File: config.mk
export PLATFORM = sky130hd
export DESIGN_NAME = fp16_stream_argmax
export DESIGN_NICKNAME = d
export VERILOG_FILES = /design/src/rtl/fp16_stream_argmax.sv
export SDC_FILE = /design/constraint.sdc
export NUM_CORES = 1
export LEC_CHECK = 0
export ABC_CLOCK_PERIOD_IN_PS = 6900
export BUFFER_PORTS_ARGS = -buffer_cell sky130_fd_sc_hd__buf_2
export CAP_MARGIN = 40
export CORE_MARGIN = 4
export CORE_UTILIZATION = 50
export DETAILED_ROUTE_END_ITERATION = 8
export PLACE_DENSITY_LB_ADDON = 0.05
export SETUP_SLACK_MARGIN = 0.3
export SYNTH_ARGS = -nofsm -noshare
export SYNTH_HDL_FRONTEND = slang
export SYNTH_SLANG_ARGS = --single-unit
File: constraint.sdc
create_clock -name clk_i -period 6.9 [get_ports clk_i]
set_clock_uncertainty 0.2 [all_clocks]
set_input_delay 1.38 -clock clk_i [delete_from_list [all_inputs] [get_ports clk_i]]
set_output_delay 1.38 -clock clk_i [all_outputs]
set_load 0.01 [all_outputs]
File: src/rtl/fp16_stream_argmax.sv
// fp16_stream_argmax
//   Streams a vector of IEEE half-precision values and reports the maximum
//   element together with its zero-based position in the vector.
//   - Equal values keep the earlier element.
//   - +0 and -0 compare equal.
//   - NaNs never win, but they set a sticky flag.
//   - A vector made only of NaNs reports the canonical quiet NaN 16'h7E00.
//
// Ports
//   clk_i        rising-edge clock
//   rst_ni       asynchronous active-low reset
//   in_valid_i   input beat offered
//   in_ready_o   block can accept a beat (low while a result is held)
//   in_data_i    fp16 element
//   in_last_i    final element of the vector
//   out_valid_o  result presented
//   out_ready_i  consumer takes the result
//   out_max_o    maximum element
//   out_idx_o    position of out_max_o (saturates at 2^IDX_W-1)
//   out_nan_o    at least one NaN seen in the vector
//   out_ovf_o    vector length overflowed the index counter
module fp16_stream_argmax #(
   parameter int IDX_W = 8
) (
   input  logic              clk_i,
   input  logic              rst_ni,
   input  logic              in_valid_i,
   output logic              in_ready_o,
   input  logic [15:0]       in_data_i,
   input  logic              in_last_i,
   output logic              out_valid_o,
   input  logic              out_ready_i,
   output logic [15:0]       out_max_o,
   output logic [IDX_W-1:0]  out_idx_o,
   output logic              out_nan_o,
   output logic              out_ovf_o
);

   typedef enum logic [1:0] {EMPTY, ACC, OUT} state_e;

   localparam logic [IDX_W-1:0] CNT_MAX = '1;
   localparam logic [15:0]      QNAN    = 16'h7E00;

   state_e             state_q, state_d;
   logic [15:0]        max_q, max_d;
   logic [IDX_W-1:0]   idx_q, idx_d;
   logic [IDX_W-1:0]   cnt_q, cnt_d;
   logic               nan_q, nan_d;
   logic               ovf_q, ovf_d;
   // Running max currently holds the canonical NaN (only possible when the
   // first beat was a NaN); any later non-NaN beat must replace it.
   logic               max_is_nan_q, max_is_nan_d;

   logic               accept;
   logic               in_nan;
   logic               in_greater;

   // Maps an fp16 value onto an unsigned key whose ordering matches the
   // IEEE total order for non-NaN values. Both zeros map to the same key so
   // they tie. Negative values are bit-inverted so larger magnitude sorts lower.
   function automatic logic [15:0] order_key(input logic [15:0] x);
      logic [15:0] k;
      if (x[14:0] == 15'd0) begin
         k = 16'h8000;
      end else if (x[15]) begin
         k = ~x;
      end else begin
         k = {1'b1, x[14:0]};
      end
      return k;
   endfunction

   assign accept     = in_valid_i && (state_q != OUT);
   assign in_nan     = (&in_data_i[14:10]) && (|in_data_i[9:0]);
   assign in_greater = order_key(in_data_i) > order_key(max_q);

   // State register
   always_ff @(posedge clk_i or negedge rst_ni) begin
      if (!rst_ni) begin
         state_q      <= EMPTY;
         max_q        <= 16'h0000;
         idx_q        <= '0;
         cnt_q        <= '0;
         nan_q        <= 1'b0;
         ovf_q        <= 1'b0;
         max_is_nan_q <= 1'b0;
      end else begin
         state_q      <= state_d;
         max_q        <= max_d;
         idx_q        <= idx_d;
         cnt_q        <= cnt_d;
         nan_q        <= nan_d;
         ovf_q        <= ovf_d;
         max_is_nan_q <= max_is_nan_d;
      end
   end

   // Next-state and datapath
   always_comb begin
      state_d      = state_q;
      max_d        = max_q;
      idx_d        = idx_q;
      cnt_d        = cnt_q;
      nan_d        = nan_q;
      ovf_d        = ovf_q;
      max_is_nan_d = max_is_nan_q;

      case (state_q)
         EMPTY: begin
            if (accept) begin
               // A leading NaN is held as the canonical NaN so an all-NaN
               // vector reports 16'h7E00 without extra output muxing.
               max_d        = in_nan ? QNAN : in_data_i;
               max_is_nan_d = in_nan;
               nan_d        = in_nan;
               ovf_d        = 1'b0;
               idx_d        = '0;
               cnt_d        = IDX_W'(1);
               state_d      = in_last_i ? OUT : ACC;
            end
         end
         ACC: begin
            if (accept) begin
               if (in_nan) begin
                  nan_d = 1'b1;
               end else if (max_is_nan_q || in_greater) begin
                  max_d        = in_data_i;
                  idx_d        = cnt_q;
                  max_is_nan_d = 1'b0;
               end
               if (cnt_q == CNT_MAX) begin
                  ovf_d = 1'b1;
               end else begin
                  cnt_d = cnt_q + IDX_W'(1);
               end
               if (in_last_i) begin
                  state_d = OUT;
               end
            end
         end
         OUT: begin
            if (out_ready_i) begin
               state_d = EMPTY;
               nan_d   = 1'b0;
               ovf_d   = 1'b0;
               cnt_d   = '0;
            end
         end
         default: begin
            state_d = EMPTY;
         end
      endcase
   end

   assign in_ready_o  = (state_q != OUT);
   assign out_valid_o = (state_q == OUT);
   assign out_max_o   = max_q;
   assign out_idx_o   = idx_q;
   assign out_nan_o   = nan_q;
   assign out_ovf_o   = ovf_q;

endmodule

==> impl_metrics.env, run 1 <==
export IMPL_cap_violations=0
export IMPL_muxShareOfSynthArea_pct=11.1
export IMPL_ctsHoldBuffers=0
export IMPL_gr_usage_all_layers_pct=20.1
export IMPL_grt_overflow=0
export IMPL_final_nets=384
export IMPL_period_share_pct=65.8
export IMPL_synth_fa_ha_area_share_pct=9.53
export IMPL_fin_tns_setup_ns=0
export IMPL_yosys_warnings=0
export IMPL_final_max_slew_violation_count=0
export IMPL_num_io_pins=49
export IMPL_max_freq_mhz=220
export IMPL_worstPathMaxFanout=16
export IMPL_die_height_um=80.5
export IMPL_fillCellCount=490
export IMPL_grt_pass1_wl_um=10200
export IMPL_synth_seq_cells=37
export IMPL_firstDrtPassIters=4
export IMPL_drc=0
export IMPL_slew_headroom_pct=40.4
export IMPL_clockBufferDepth=2
export IMPL_p_leak_nw=1.57
export IMPL_numCtsBuffers=5
export IMPL_cts_htree_levels=2
export IMPL_cts_root_buffer="clkbuf_8"
export IMPL_synth_xor_area_share_pct=10.3
export IMPL_cts_setup_buffers=0
export IMPL_drt_initial_drc_count=91
export IMPL_critical_path_startpoint_type="input pin"
export IMPL_synth_top_family_by_area="simple AND/OR/NAND/NOR gates"
export IMPL_worstMarginPinSlew_ns=0.894
export IMPL_wl_per_cell_um=14.2
export IMPL_via_per_inst=5.27
export IMPL_cts_resized=0
export IMPL_antenna_left=0
export IMPL_grt_pass1_vias=2188
export IMPL_syn_inst=296
export IMPL_period_minus_slack_ns=4.54
export IMPL_setup_viol=0
export IMPL_synth_simple_area_share_pct=19.7
export IMPL_num_vias=2177
export IMPL_rows=26
export IMPL_p_per_area_mw_per_mm2=404
export IMPL_diodes=0
export IMPL_final_util_pct=59.6
export IMPL_final_hold_violation_count=0
export IMPL_cts_num_sinks=37
export IMPL_seqPwrFrac_pct=30.9
export IMPL_clkPwrFrac_pct=12.6
export IMPL_syn_avg_cell_area_sq_um=8.87
export IMPL_vdd_ir_drop_max_uv=186
export IMPL_rsz0062_at_grt="no"
export IMPL_crit_path_cell_trace="buf_2 -> nor4_1 -> nand3_1 -> nor3_1 -> buf_4 -> nor2_1 -> ha_1 -> a21oi_1 -> a21boi_0 -> a2111o_1 -> o2bb2ai_4 -> buf_16 -> mux2i_1"
export IMPL_layout_drive_gt1_share_pct=19.2
export IMPL_grt_max_degree=23
export IMPL_end_kind="flip-flop"
export IMPL_clk_pin_slew_ns=0.07
export IMPL_start_util_pct=51.4
export IMPL_hold_class="flip-flop to flip-flop"
export IMPL_switching_share_pct=43.2
export IMPL_critical_path_arrival_ns=4.54
export IMPL_core_sq_mm=0.00511
export IMPL_routed_wl_um=5870
export IMPL_gp_congestion=0.846
export IMPL_max_stage_delay_ns=0.42
export IMPL_status="finished, final reports clean"
export IMPL_yosysUniqueCellTypes=36
export IMPL_clkLatencyLatePin_ns=0.28
export IMPL_ys_seq_area_share_pct=35.3
export IMPL_dieArea_sq_mm=0.00648
export IMPL_cts_tree="done"
export IMPL_dp_hpwl_um=4470
export IMPL_synth_compound_area_share_pct=8.34
export IMPL_comb_power_share_pct=56.6
export IMPL_numPortBuffers=48
export IMPL_critPathKind="input pin to flip-flop"
export IMPL_p_sw_mw=0.532
export IMPL_synth_nets=337
export IMPL_cp_data_required_time_ns=6.90
export IMPL_intPower_mw=0.699
export IMPL_antenna_found_initial=0
export IMPL_fp_dieW_um=80.5
export IMPL_crit_path_top_delay_cell="a2111o_1"
export IMPL_netlist_area_sq_mm=0.00263
export IMPL_syn_to_final_growth_pct=15.9
-- per-stage QoR --
step	cells	setup WS, ns	area (sq um)	power [mW]	hold slack, ns
floorplan	296	2.25	2630	0.894	0.268
global placement	404	1.80	2900	1.06	0.270
detailed placement	406	2.04	2960	1.09	0.277
CTS	413	2.33	3040	1.25	0.292
global route	413	2.04	3040	1.36	0.342
finish	413	2.36	3040	1.23	0.288
-- final timing paths --
path	start	end	slack [ns]	depth (start not counted)
worst max register to register	out_max_o[0]	out_idx_o[3]	3.01	10
worst min-delay path	out_nan_o	out_nan_o	0.29	1
worst max-delay path	in_data_i[0]	out_idx_o[3]	2.36	13
max in group asynchronous	rst_ni	cnt_q[3]	5.23	2
min in group asynchronous	rst_ni	out_max_o[13]	0.82	1
worst min register to register	out_nan_o	out_nan_o	0.29	1
-- critical path, delay by kind of cell --
family / cells / cell delay, ns
fa+ha+maj: 1 / 0.32
simple gates: 4 / 0.98
buf+inv: 3 / 0.60
mux: 1 / 0.22
compound gates: 4 / 1.03
-- per-layer routing --
| layer | global-route usage [%] | wire length, um | up-vias |
|---|---|---|---|
| li1 | - | - | 1097 |
| met1 | 26.4 | 2620 | 1039 |
| met2 | 34.4 | 2990 | 37 |
| met3 | 3.81 | 218 | 4 |
| met4 | 4.05 | 36 | 0 |
| met5 | 0 | 0 | - |
-- state kept, by name, summed over array words and instances (netlist names) --
register and flops:
out_ovf_o 1, max_is_nan_q 1, out_max_o 16, state_q 2
cnt_q 8, out_nan_o 1, out_idx_o 8
-- cell families (layout without fill, tap and decap cells) --
group	count (synthesis)	count (layout)
simple gates	111	111
flops	37	37
buf+inv	35	82
compound gates	34	34
xor+xnor	31	31
mux	28	28
fa+ha+maj	20	20
-- layout make-up --
| class | instances | area [sq um] | area share [%] |
|---|---|---|---|
| multi-input cells | 224 | 1550 | 50.9 |
| flip-flops and latches | 37 | 926 | 30.4 |
| repair buffers | 51 | 303 | 9.95 |
| inverters | 24 | 90.1 | 2.96 |
| well taps | 70 | 87.6 | 2.88 |
| clock buffers | 7 | 86.3 | 2.84 |
-- layout by cell type, fill, tap and decap left out --
master and count:
nand2b_1 7, and3_1 4, inv_1 23, xnor2_1 14
clkbuf_8 6, o2bb2ai_4 1, o21a_1 1, o21ai_0 14
nand3_1 10, nor4_1 5, a21oi_1 9, nor2b_1 1
nand2_1 39, ha_1 20, buf_2 48, nor2_1 25
dfrtp_1 37, o31ai_1 2, a2111o_1 1, or3_1 2
buf_4 1, mux2i_1 19, nand4_1 7, nand3b_1 1
nor3_1 5, and2_1 4, a31oi_1 2, inv_2 1
xor2_1 17, a21o_1 2, a211oi_1 1, or4_1 1
mux2_1 2, a21boi_0 1, mux2_2 7, buf_16 2
clkbuf_1 1
-- cells in the mapped netlist, drive strengths merged --
master | instances | area, sq um
ha | 20 | 250
nand3b | 1 | 7.51
and2 | 4 | 25.0
mux2 | 9 | 101
a31oi | 2 | 12.5
inv | 24 | 90.1
a21oi | 9 | 45.0
o31ai | 2 | 15.0
a211oi | 1 | 7.51
or3 | 2 | 12.5
o2bb2ai | 1 | 27.5
a2111o | 1 | 11.3
nor3 | 5 | 25.0
mux2i | 19 | 190
xnor2 | 14 | 123
nand2b | 7 | 43.8
xor2 | 17 | 149
o21a | 1 | 7.51
clkbuf | 8 | 30.0
dfrtp | 37 | 926
nand3 | 10 | 50.1
or4 | 1 | 7.51
nor2 | 25 | 93.8
o21ai | 14 | 70.1
and3 | 4 | 25.0
a21boi | 1 | 7.51
nand4 | 7 | 43.8
nand2 | 39 | 146
a21o | 2 | 15.0
buf | 3 | 30.0
nor4 | 5 | 31.3
nor2b | 1 | 6.26
-- power by group through the flow --
stage | Sequential (mW) | Clock [mW] | Combinational [mW]
floorplan | 0.371 | 0 | 0.523
global placement | 0.384 | 0 | 0.674
detailed placement | 0.385 | 0 | 0.704
CTS | 0.380 | 0.158 | 0.707
global route | 0.391 | 0.169 | 0.800
finish | 0.380 | 0.155 | 0.696
(Power assumes the default switching activity.)
==> run 2: changes to the inputs <==
--- a/config.mk
+++ b/config.mk
@@ -5,7 +5,7 @@
 export SDC_FILE = /design/constraint.sdc
 export NUM_CORES = 1
 export LEC_CHECK = 0
-export ABC_CLOCK_PERIOD_IN_PS = 6900
+export ABC_CLOCK_PERIOD_IN_PS = 3660
 export BUFFER_PORTS_ARGS = -buffer_cell sky130_fd_sc_hd__buf_2
 export CAP_MARGIN = 40
 export CORE_MARGIN = 4
==> constraint.sdc (replaced) <==
create_clock -name clk_i -period 3.66 [get_ports clk_i]
set_clock_uncertainty 0.2 [all_clocks]
set_input_delay 0.732 -clock clk_i [delete_from_list [all_inputs] [get_ports clk_i]]
set_output_delay 0.732 -clock clk_i [all_outputs]
set_load 0.01 [all_outputs]
==> run 2 against run 1 <==
Compared with the run above:
- total power increased by 130%
- count of clock-buffer cells in the layout decreased by 2
- sequential power increased by 79%
- critical endpoint is now out_max_o[9]
==> impl_metrics.env, run 2 (synthesis results as in run 1) <==
export IMPL_status="finished, final reports clean"
export IMPL_gr_usage_all_layers_pct=22.3
export IMPL_layout_drive_gt1_share_pct=31.9
export IMPL_cts_tree="done"
export IMPL_routed_wl_um=6710
export IMPL_fillCellCount=406
export IMPL_antenna_left=0
export IMPL_cpMostUsedCell="buf_6"
export IMPL_final_max_slew_violation_count=0
export IMPL_die_height_um=80.5
export IMPL_final_hold_violation_count=0
export IMPL_dpl_cell_area_sq_mm=0.00313
export IMPL_dieArea_sq_mm=0.00648
export IMPL_final_common_cell="buf_2"
export IMPL_numCtsBuffers=5
export IMPL_crit_family="simple AND/OR/NAND/NOR gates"
export IMPL_clkLatencyLatePin_ns=0.29
export IMPL_firstDrtPassIters=4
export IMPL_grt_pass1_wl_um=11200
export IMPL_crit_path_top_delay_cell="a2111o_1"
export IMPL_period_minus_slack_ns=3.53
export IMPL_clk_pin_slew_ns=0.08
export IMPL_core_sq_mm=0.00511
export IMPL_start_util_pct=51.4
export IMPL_multi_input_area_sq_mm=0.00177
export IMPL_rows=26
export IMPL_period_share_pct=96.3
export IMPL_fp_dieW_um=80.5
export IMPL_critPathBufInv=4
export IMPL_max_freq_mhz=284
export IMPL_hold_class="input pin to async pin"
export IMPL_seqPwrFrac_pct=24.4
export IMPL_intPower_mw=1.60
export IMPL_worstPathMaxFanout=8
export IMPL_slew_headroom_pct=63.9
export IMPL_via_per_inst=5.33
export IMPL_cap_violations=0
export IMPL_gp_congestion=0.865
export IMPL_num_io_pins=49
export IMPL_cts_num_sinks=37
export IMPL_layout_cells_non_filler=440
export IMPL_vdd_ir_drop_max_uv=489
export IMPL_p_leak_nw=1.78
export IMPL_p_per_area_mw_per_mm2=774
export IMPL_critical_path_startpoint_type="input pin"
export IMPL_layout_setup_ws_ns=0.134
export IMPL_wl_per_cell_um=15.2
export IMPL_critPathKind="input pin to flip-flop"
export IMPL_switching_share_pct=42.5
export IMPL_grt_pass1_vias=2335
export IMPL_stdcell_area_sq_mm=0.00359
export IMPL_grt_overflow=0
export IMPL_final_nets=410
export IMPL_comb_power_share_pct=62.4
export IMPL_drt_initial_drc_count=116
export IMPL_syn_to_final_growth_pct=36.8
export IMPL_numPortBuffers=48
export IMPL_diodes=0
export IMPL_dp_cells=424
export IMPL_rsz0062_at_grt="yes"
export IMPL_place_ws_ns=-0.232
export IMPL_critical_path_arrival_ns=3.51
export IMPL_final_util_pct=70.3
export IMPL_antenna_found_initial=0
export IMPL_crit_path_cell_trace="buf_8 -> nor4_4 -> nand3_2 -> nor3_4 -> buf_6 -> buf_12 -> nand2b_4 -> ha_4 -> nand4_1 -> nor3_2 -> a2111o_1 -> o2bb2ai_4 -> buf_6 -> mux2_2"
export IMPL_dp_hpwl_um=4580
export IMPL_ctsHoldBuffers=0
export IMPL_cts_htree_levels=2
export IMPL_end_kind="flip-flop"
export IMPL_clkPwrFrac_pct=13.2
export IMPL_drc=0
export IMPL_largest_reg_flops=16
export IMPL_max_stage_delay_ns=0.45
export IMPL_clockBufferDepth=2
export IMPL_regArea_sq_um=926
export IMPL_final_cell_mix="buf_2 (43), nand2_1 (39), dfrtp_1 (37)"
export IMPL_cts_root_buffer="clkbuf_8"
export IMPL_grt_max_degree=25
export IMPL_worstMarginPinSlew_ns=0.541
export IMPL_num_vias=2344
export IMPL_p_sw_mw=1.18
export IMPL_setup_viol=0
export IMPL_cp_data_required_time_ns=3.65
export IMPL_fin_hold_ws_ns=0.144
-- run 2: through the flow --
stage | TNS (ns) | power, mW
after floorplan | -0.142 | 1.71
after global placement | -2.57 | 2.10
after detailed placement | -4.61 | 2.12
after CTS | 0 | 2.66
after global routing | 0 | 2.99
final | 0 | 2.78
-- run 2: final cells by class --
class	instances	area share, %
multi-input combinational	224	49.4
timing repair buffer	77	16.7
tap	70	2.44
inverter	24	2.51
sequential	37	25.8
clock buffer	5	1.92
clock inverter	3	1.29
-- run 2: layer usage --
metal / track usage [%] / share of wire, % / vias to the layer above
li1: - / - / 1149
met1: 30.7 / 48 / 1119
met2: 35.2 / 45 / 68
met3: 4.15 / 5.1 / 8
met4: 7.26 / 1.5 / 0
met5: 0 / 0 / -
-- run 2: final timing paths --
path / start / end / slack, ns / depth (start not counted)
max in group asynchronous: rst_ni / cnt_q[0] / 2.68 / 2
max reg2reg: out_max_o[0] / out_max_o[9] / 0.28 / 11
min reg2reg: out_nan_o / out_nan_o / 0.30 / 1
min in group clk_i: out_nan_o / out_nan_o / 0.30 / 1
min: rst_ni / out_max_o[9] / 0.14 / 1
max: in_data_i[1] / out_max_o[9] / 0.13 / 14
-- run 2: power groups by stage --
stage / combinational [mW] / sequential (mW) / clock, mW
3_5_place_dp: 1.44 / 0.683 / 0
5_1_grt: 1.90 / 0.699 / 0.395
4_1_cts: 1.61 / 0.676 / 0.374
6_report: 1.73 / 0.679 / 0.366
2_1_floorplan: 1.01 / 0.700 / 0
3_3_place_gp: 1.42 / 0.677 / 0
-- run 2: what timing repair did --
item / in CTS / in global routing
setup buffers: 4 / 2
setup endpoints to repair: 25 / 25
gates resized for setup: 30 / 16
cloned: 2 / 0
pin swaps: 16 / 6
==> run 3: changes to the inputs <==
--- a/config.mk
+++ b/config.mk
@@ -11,8 +11,9 @@
 export CORE_MARGIN = 4
 export CORE_UTILIZATION = 50
 export DETAILED_ROUTE_END_ITERATION = 8
+export GPL_TIMING_DRIVEN = 0
 export PLACE_DENSITY_LB_ADDON = 0.05
-export SETUP_SLACK_MARGIN = 0.3
+export SETUP_SLACK_MARGIN = 0.2
 export SYNTH_ARGS = -nofsm -noshare
 export SYNTH_HDL_FRONTEND = slang
 export SYNTH_SLANG_ARGS = --single-unit
==> run 3 against run 2 <==
Compared with the run above:
- count of clock-buffer cells in the layout unchanged
- combinational power increased by 8%
- hold slack got worse by 0.025 ns
- highest routed layer unchanged
- flip-flop and latch count unchanged
- first-iteration DRC count decreased by 5.2%
- critical path type unchanged
- sequential power about the same
- worst setup slack got worse by 0.091 ns
- global-route usage decreased by 1.0 points
==> impl_metrics.env, run 3 (synthesis results as in run 1) <==
export IMPL_drc=0
export IMPL_final_cell_mix="buf_2 (43), nand2_1 (39), dfrtp_1 (37)"
export IMPL_rows=26
export IMPL_firstDrtPassIters=4
export IMPL_reg2reg_slack_ns=0.19
export IMPL_reg2reg_from="out_max_o[15]"
export IMPL_layout_cells_non_filler=442
export IMPL_dieArea_sq_mm=0.00648
export IMPL_p_per_area_mw_per_mm2=821
export IMPL_core_sq_mm=0.00511
export IMPL_numPortBuffers=47
export IMPL_fin_tns_setup_ns=0
export IMPL_worstPathMaxFanout=6
export IMPL_period_minus_slack_ns=3.62
export IMPL_rsz0062_at_grt="yes"
export IMPL_fillCellCount=426
export IMPL_antenna_found_initial=0
export IMPL_clkLatencyLatePin_ns=0.30
export IMPL_end_kind="flip-flop"
export IMPL_largest_reg_flops=16
export IMPL_cts_htree_levels=2
export IMPL_final_common_cell="buf_2"
export IMPL_grt_pass1_vias=2204
export IMPL_critical_path_arrival_ns=3.61
export IMPL_layout_setup_ws_ns=0.0428
export IMPL_fin_hold_ws_ns=0.119
export IMPL_dpl_cell_area_sq_mm=0.00301
export IMPL_max_freq_mhz=276
export IMPL_critPathKind="input pin to flip-flop"
export IMPL_vdd_ir_drop_max_uv=564
export IMPL_stdcell_area_sq_mm=0.00354
export IMPL_multi_input_area_sq_mm=0.00176
export IMPL_dp_hpwl_um=4580
export IMPL_gp_congestion=0.855
export IMPL_dp_cells=414
export IMPL_regArea_sq_um=926
export IMPL_grt_overflow=0
export IMPL_p_leak_nw=1.77
export IMPL_setup_viol=0
export IMPL_cts_num_sinks=37
export IMPL_final_max_slew_violation_count=0
export IMPL_num_vias=2310
export IMPL_period_share_pct=98.8
export IMPL_num_io_pins=49
export IMPL_fp_dieW_um=80.5
export IMPL_syn_to_final_growth_pct=35.0
export IMPL_routed_wl_um=6640
export IMPL_drt_initial_drc_count=110
export IMPL_place_ws_ns=-0.635
export IMPL_clockBufferDepth=2
export IMPL_final_nets=412
export IMPL_worstMarginPinSlew_ns=0.528
export IMPL_gr_usage_all_layers_pct=21.3
export IMPL_start_util_pct=51.4
export IMPL_grt_max_degree=26
export IMPL_reg2regPathDepth=13
export IMPL_hold_class="input pin to async pin"
export IMPL_cap_violations=0
export IMPL_die_height_um=80.5
export IMPL_r2r_end="out_max_o[13]"
export IMPL_slew_headroom_pct=64.8
export IMPL_via_per_inst=5.23
export IMPL_cp_data_required_time_ns=3.65
export IMPL_grt_pass1_wl_um=10700
export IMPL_final_hold_violation_count=0
export IMPL_status="finished, final reports clean"
export IMPL_wl_per_cell_um=15.0
export IMPL_clk_pin_slew_ns=0.08
export IMPL_diodes=0
export IMPL_cts_tree="done"
export IMPL_cts_root_buffer="clkbuf_8"
export IMPL_critical_path_startpoint_type="input pin"
export IMPL_numCtsBuffers=5
export IMPL_layout_drive_gt1_share_pct=32.0
export IMPL_antenna_left=0
## run 3: cell types whose count changed in the layout (fill, tap and decap cells not counted), moves of 3 or more
cell / change
clkbuf_1: +5
a21oi_2: +3
buf_16: -3
ha_1: +3
buf_4: -4
a21oi_1: -3
ha_4: -3
## run 3: critical path, stage by stage
cell and delay (ns):
buf_8 0.09, or4_4 0.54, nor3_4 0.33, buf_6 0.19, nand2b_4 0.14, ha_4 0.20, nand4_1 0.14, nor3_2 0.07
a2111o_1 0.45, o2bb2ai_4 0.16, buf_12 0.15, buf_12 0.12, mux2_4 0.29
## run 3: area by class of cell
type                    count  share of cell area [%]
multi-input cells         224                    49.7
well taps                  70                    2.47
inverters                  24                    2.54
clock buffers               5                    1.94
repair buffers             68                    13.7
clock inverters             3                    1.31
flip-flops and latches     37                    26.1
plain buffers              11                    2.26
## run 3: repair_timing
item,CTS,global route
endpoints found under the setup margin,25,25
pin swaps,13,5
buffers inserted,11,8
gates cloned,1,0
gates resized for setup,31,23
hold buffers,0,0
## run 3: metrics by stage
stage | utilization, % | total power [mW]
finish | 69.4 | 2.91
global placement | 58.6 | 2.05
detailed placement | 59.0 | 2.07
CTS | 66.0 | 2.69
global route | 69.4 | 3.13
floorplan | - | 1.71
## run 3: how the worst max path moves through the flow
stage / from / end / slack (ns) / cells past startpoint
2_1_floorplan: in_data_i[13] / out_max_o[13] / -0.07 / 11
3_3_place_gp: in_data_i[0] / out_max_o[13] / -0.62 / 13
3_5_place_dp: in_data_i[4] / out_max_o[14] / -0.63 / 13
4_1_cts: in_data_i[10] / out_max_o[13] / 0.12 / 13
5_1_grt: in_data_i[10] / out_max_o[3] / -0.02 / 14
6_report: in_data_i[10] / out_max_o[13] / 0.04 / 13
## run 3: power by group
group	total (mW)	switching (mW)	internal, mW
clock network	0.373	0.169	0.204
logic	1.86	0.897	0.962
registers	0.679	0.144	0.535
## run 3: per-layer routing
metal / track usage (%) / wire, um
met1: 31.2 / 3290
met2: 31.8 / 2970
met3: 3.92 / 313
met4: 6.08 / 68
met5: 0 / 0
